### src/rtl/block_stats_accumulator.sv
// Streams two lanes of tile scores per block and accumulates per-lane min/max/sum plus a tile count.
// Optional build macro BLOCK_STATS_SUM_SATURATE_EN clamps the sums instead of wrapping them.
module block_stats_accumulator #(
  parameter int width = 8,
  parameter int CNT_W = 10
) (
  input  logic                 clk,
  input  logic                 rst_n,
  input  logic                 start,
  input  logic                 in_valid,
  output logic                 in_ready,
  input  logic                 in_last,
  input  logic [2*width-1:0]   score0,
  input  logic [2*width-1:0]   score1,
  output logic [2*width-1:0]   min0,
  output logic [2*width-1:0]   max0,
  output logic [2*width-1:0]   sum0,
  output logic [2*width-1:0]   min1,
  output logic [2*width-1:0]   max1,
  output logic [2*width-1:0]   sum1,
  output logic [CNT_W-1:0]     noOfTiles,
  output logic                 stats_valid,
  input  logic                 stats_ack,
  output logic                 cnt_ovf
);

  localparam int DW = 2 * width;
  localparam logic [CNT_W-1:0] CNT_MAX = '1;

  typedef enum logic [1:0] {IDLE, ACCUM, DONE} state_t;

  state_t           r_state;
  logic             r_in_ready;
  logic             r_stats_valid;
  logic             r_cnt_ovf;
  logic [DW-1:0]    r_min0, r_max0, r_sum0;
  logic [DW-1:0]    r_min1, r_max1, r_sum1;
  logic [CNT_W-1:0] r_cnt;
  logic             w_accept;

  function automatic logic [DW-1:0] f_min(input logic [DW-1:0] a, input logic [DW-1:0] b);
    return (b < a) ? b : a;
  endfunction

  function automatic logic [DW-1:0] f_max(input logic [DW-1:0] a, input logic [DW-1:0] b);
    return (b > a) ? b : a;
  endfunction

  // Once clamped at all-ones, any further nonzero score carries again, so the clamp holds.
  function automatic logic [DW-1:0] f_sum(input logic [DW-1:0] acc, input logic [DW-1:0] s);
`ifdef BLOCK_STATS_SUM_SATURATE_EN
    logic [DW:0] t;
    t = {1'b0, acc} + {1'b0, s};
    return t[DW] ? {DW{1'b1}} : t[DW-1:0];
`else
    return acc + s;
`endif
  endfunction

  assign w_accept = in_valid & r_in_ready;

  always_ff @(posedge clk or negedge rst_n) begin
    if (!rst_n) begin
      r_state       <= IDLE;
      r_in_ready    <= 1'b0;
      r_stats_valid <= 1'b0;
      r_cnt_ovf     <= 1'b0;
      r_min0        <= '1;
      r_max0        <= '0;
      r_sum0        <= '0;
      r_min1        <= '1;
      r_max1        <= '0;
      r_sum1        <= '0;
      r_cnt         <= '0;
    end else begin
      case (r_state)
        IDLE: begin
          if (start) begin
            r_state    <= ACCUM;
            r_in_ready <= 1'b1;
            r_cnt_ovf  <= 1'b0;
            r_min0     <= '1;
            r_max0     <= '0;
            r_sum0     <= '0;
            r_min1     <= '1;
            r_max1     <= '0;
            r_sum1     <= '0;
            r_cnt      <= '0;
          end
        end
        ACCUM: begin
          if (w_accept) begin
            r_min0 <= f_min(r_min0, score0);
            r_max0 <= f_max(r_max0, score0);
            r_sum0 <= f_sum(r_sum0, score0);
            r_min1 <= f_min(r_min1, score1);
            r_max1 <= f_max(r_max1, score1);
            r_sum1 <= f_sum(r_sum1, score1);
            // Count sticks at its maximum; overflow flags only beats beyond that point.
            if (r_cnt == CNT_MAX) r_cnt_ovf <= 1'b1;
            else                  r_cnt     <= r_cnt + 1'b1;
            if (in_last) begin
              r_state       <= DONE;
              r_in_ready    <= 1'b0;
              r_stats_valid <= 1'b1;
            end
          end
        end
        DONE: begin
          if (stats_ack) begin
            r_state       <= IDLE;
            r_stats_valid <= 1'b0;
          end
        end
        default: begin
          r_state       <= IDLE;
          r_in_ready    <= 1'b0;
          r_stats_valid <= 1'b0;
        end
      endcase
    end
  end

  assign in_ready    = r_in_ready;
  assign stats_valid = r_stats_valid;
  assign cnt_ovf     = r_cnt_ovf;
  assign min0        = r_min0;
  assign max0        = r_max0;
  assign sum0        = r_sum0;
  assign min1        = r_min1;
  assign max1        = r_max1;
  assign sum1        = r_sum1;
  assign noOfTiles   = r_cnt;

endmodule

### config.mk
export PLATFORM = sky130hd
export DESIGN_NAME = block_stats_accumulator
export DESIGN_NICKNAME = d
export VERILOG_FILES = /design/src/rtl/block_stats_accumulator.sv
export SDC_FILE = /design/constraint.sdc
export NUM_CORES = 1
export LEC_CHECK = 0
export ABC_AREA = 1
export BUFFER_PORTS_ARGS = -buffer_cell sky130_fd_sc_hd__buf_2
export CORE_ASPECT_RATIO = 1.75
export CORE_UTILIZATION = 57
export DETAILED_ROUTE_END_ITERATION = 8
export PLACE_DENSITY = 0.81
export SLEW_MARGIN = 25
export SYNTH_ARGS = -nofsm -noshare
export SYNTH_HDL_FRONTEND = slang
export SYNTH_SLANG_ARGS = --single-unit
### constraint.sdc
create_clock -name clk -period 2.1 [get_ports clk]
set_input_delay 0.105 -clock clk [delete_from_list [all_inputs] [get_ports clk]]
set_output_delay 0.105 -clock clk [all_outputs]
set_load 0.02 [all_outputs]
==> key figures <==
Finish
  • Area of the multi-input gates: 4550 sq um
  • Fillers: 1267
  • P&R area growth vs syn: 17.6%
  • Register area: 2820 sq um
  • Cell Count, Final, Fillers Out: 1463
  • Fin area: 9440 sq um
  • Final Util: 0.682
  • Antenna Cells: 0
  • Layout cells sized above 1: 0.189
  • Most common cell after layout, fill and taps aside: nand2_1
  • Commonest cells after routing, fill and taps aside: 384 x nand2_1, 145 x buf_2, 141 x inv_1, 100 x nand3_1, 93 x ha_1
  • Fin nets: 1414

Critical path
  • Critical Path Sink Type: register
  • Worst reg-to-reg path cell count: 9
  • Crit path DAT: 2220 ps
  • CP Cell Sequence: ha_1 -> nand2_1 -> nor2_1 -> nand2_1 -> nand2_1 -> a21oi_1 -> or2_2 -> nand3_1 -> nand2_1
  • Slowest library cell on the worst path: dfrtp_1
  • Max stage delay on crit path: 430 ps
  • CP most frequent cell: nand2_1
  • Crit Path Category: register to register
  • CP Data Required Time: 2350 ps
  • Worst setup SP type: register
  • CP Max Fanout: 5

Placement
  • Placed insts: 1446
  • IO Port Bufs: 146
  • DP HPWL: 17.0 mm
  • Placed cell areas: 9090 sq um
  • Final Wtd Congestion: 0.950
  • Pre-CTS worst setup slack: 132 ps

Power and ir drop
  • Pwr/cell area: 1610 nW/um^2
  • Peak supply drop: 0.884 mV
  • Leakage: 0.00543 uW

Timing
  • Setup Skew: 9.64 ps
  • Worst slew pin tran: 513 ps
  • Count of pins over their slew limit: 0
  • Final Hold Viols: 0
  • Worst relative slew slack: 0.658
  • Finish-stage setup viols: 0
  • Clock period minus worst slack: 1970 ps
  • Hold Slack: 62.4 ps
  • Fmax: 507 MHz
  • Final Cycle Share: 0.939
  • Final WS setup: 128 ps
  • RSZ-0062 raised after global routing: yes

Global routing
  • Largest net degree at the start of global routing: 47
  • Antenna violations before repair: 0
  • Vias in the first global route: 7744
  • Total GRT Usage: 0.315
  • Global-route wire length before repair: 36.2 mm
  • GR Overflow Total: 0

Synth
  • Synth cell types: 37
  • #FFs+latches synth: 111
  • Seq/Total Area, Yosys: 0.351
  • Mapped Nets: 1261
  • Post-Syn Instances: 1128
  • YS warnings: 0
  • Post-Syn Area: 8020 sq um
  • Mean post-synth cell area: 7.11 sq um

Clock network
  • Number of CTS-inserted buffers: 9
  • CTS Buffer Depth: 2
  • Worst skew pair latency: 360 ps
  • CTS tree: built
  • Setup bufs post-CTS: 0
  • CTS Root Cell: clkbuf_16
  • H-tree levels: 3
  • TritonCTS Sinks: 111
  • Clock slew at reported path FFs: 80 ps

Die
  • I/O pin cnt: 147
  • Die X: 91.7 um
  • Die height: 159 um
  • Rows: 57
  • Core area: 13800 sq um
  • Initial Utilization: 0.580
  • Die area: 14600 sq um

Status
  • Run status: completed

Routing
  • First-pass DRT Iterations: 8
  • Via count: 7991
  • Iteration-0 DRC Markers: 347
  • Final wirelength: 22.4 mm
  • DR vias/cell: 5.46
  • Routed Antenna Nets: 0
  • Wire per inst: 15.3 um
  • DRC: 0

Worst hold path
  • Hold depth: 3
  • Worst hold path type: input port to register

Job
  • Total of max-cap violations: 0
## worst paths after layout
kind | from | slack [ps] | end
worst min register to register | min1[10] | 470 | min1[10]
min in group asynchronous | rst_n | 230 | max1[1]
worst max-delay path | sum0[5] | 130 | sum0[11]
worst max register to register | sum0[5] | 130 | sum0[11]
worst min-delay path | stats_ack | 60 | r_state[1]
max in group asynchronous | rst_n | 1240 | min1[13]
## synth_stat cells
cell type / number / area [sq um]
buf_1: 5 / 18.8
fa_1: 2 / 40.0
xor2_1: 5 / 43.8
nand2_2: 1 / 6.26
or2_2: 2 / 12.5
nor2_1: 90 / 338
nand3b_1: 4 / 30.0
clkbuf_1: 8 / 30.0
o31ai_1: 2 / 15.0
dfrtp_1: 79 / 1980
nor3_2: 1 / 10.0
buf_4: 1 / 7.51
o21bai_1: 5 / 37.5
dfstp_2: 32 / 841
buf_2: 15 / 75.1
nor3_1: 8 / 40.0
nand2_1: 384 / 1440
ha_1: 93 / 1160
o21ai_1: 1 / 5.00
a211oi_1: 1 / 7.51
and3_1: 1 / 6.26
nand4_1: 7 / 43.8
o21ai_0: 44 / 220
o31ai_2: 4 / 50.1
xnor2_1: 5 / 43.8
a22o_1: 4 / 35.0
buf_6: 1 / 11.3
o21a_1: 2 / 15.0
a21o_1: 3 / 22.5
a21oi_4: 1 / 16.3
inv_2: 5 / 18.8
a31oi_1: 1 / 6.26
nand3_1: 100 / 500
nor2_4: 2 / 22.5
a21oi_1: 67 / 335
a21boi_0: 1 / 7.51
inv_1: 141 / 529
## layout make-up
| class | count | share of cell area |
|---|---|---|
| clock inverters | 6 | 0.00703 |
| multi-input cells | 841 | 0.482 |
| inverters | 146 | 0.0581 |
| well taps | 177 | 0.0235 |
| repair buffers | 172 | 0.106 |
| clock buffers | 10 | 0.0253 |
| flip-flops and latches | 111 | 0.299 |
## critical path, delay by kind of cell, from the launching register on
kind / cells / cell delay (ps)
and+or+nand+nor: 7 / 950
DFF: 1 / 430
adders and majority gates: 1 / 360
AOI/OAI and AO/OA: 1 / 120
## per-stage QoR
| step | power [uW] | TNS (ps) |
|---|---|---|
| floorplan | 10200 | 0 |
| global placement | 13000 | 0 |
| detailed placement | 13200 | 0 |
| CTS | 15100 | 0 |
| global route | 16400 | -178 |
| finish | 15100 | 0 |
## registers in the layout, indices dropped and copies added (netlist names)
register,count
min1,16
sum0,16
max1,16
sum1,16
in_ready,1
stats_valid,1
r_state,2
noOfTiles,10
max0,16
cnt_ovf,1
min0,16
## report_power, final
part / leakage, uW / internal [uW] / switching [uW] / total (uW)
sequential: 0.00140 / 3340 / 822 / 4160
combinational: 0.00388 / 3150 / 6020 / 9170
clock: 0.000153 / 967 / 848 / 1820
total: 0.00543 / 7460 / 7690 / 15100
## kinds of logic after synthesis
logic type                 share of synthesized area
buffers and inverters                         0.0861
DFF                                            0.351
and+or+nand+nor                                0.305
AOI/OAI and AO/OA                             0.0964
xor gates and xnor gates                      0.0109
adders and majority gates                      0.150
## layer usage
metal / track usage / vias up / part of all wire
li1: - / 3920 / -
met1: 0.330 / 3724 / 0.36
met2: 0.599 / 271 / 0.54
met3: 0.0415 / 76 / 0.042
met4: 0.163 / 0 / 0.051
met5: 0 / - / 0
## repair_timing
action	in CTS	in global routing
gates resized for setup	0	9
endpoints found under the setup margin	0	40
hold buffers	1	0
hold endpoints to repair	26	0
(Power assumes the default switching activity.)
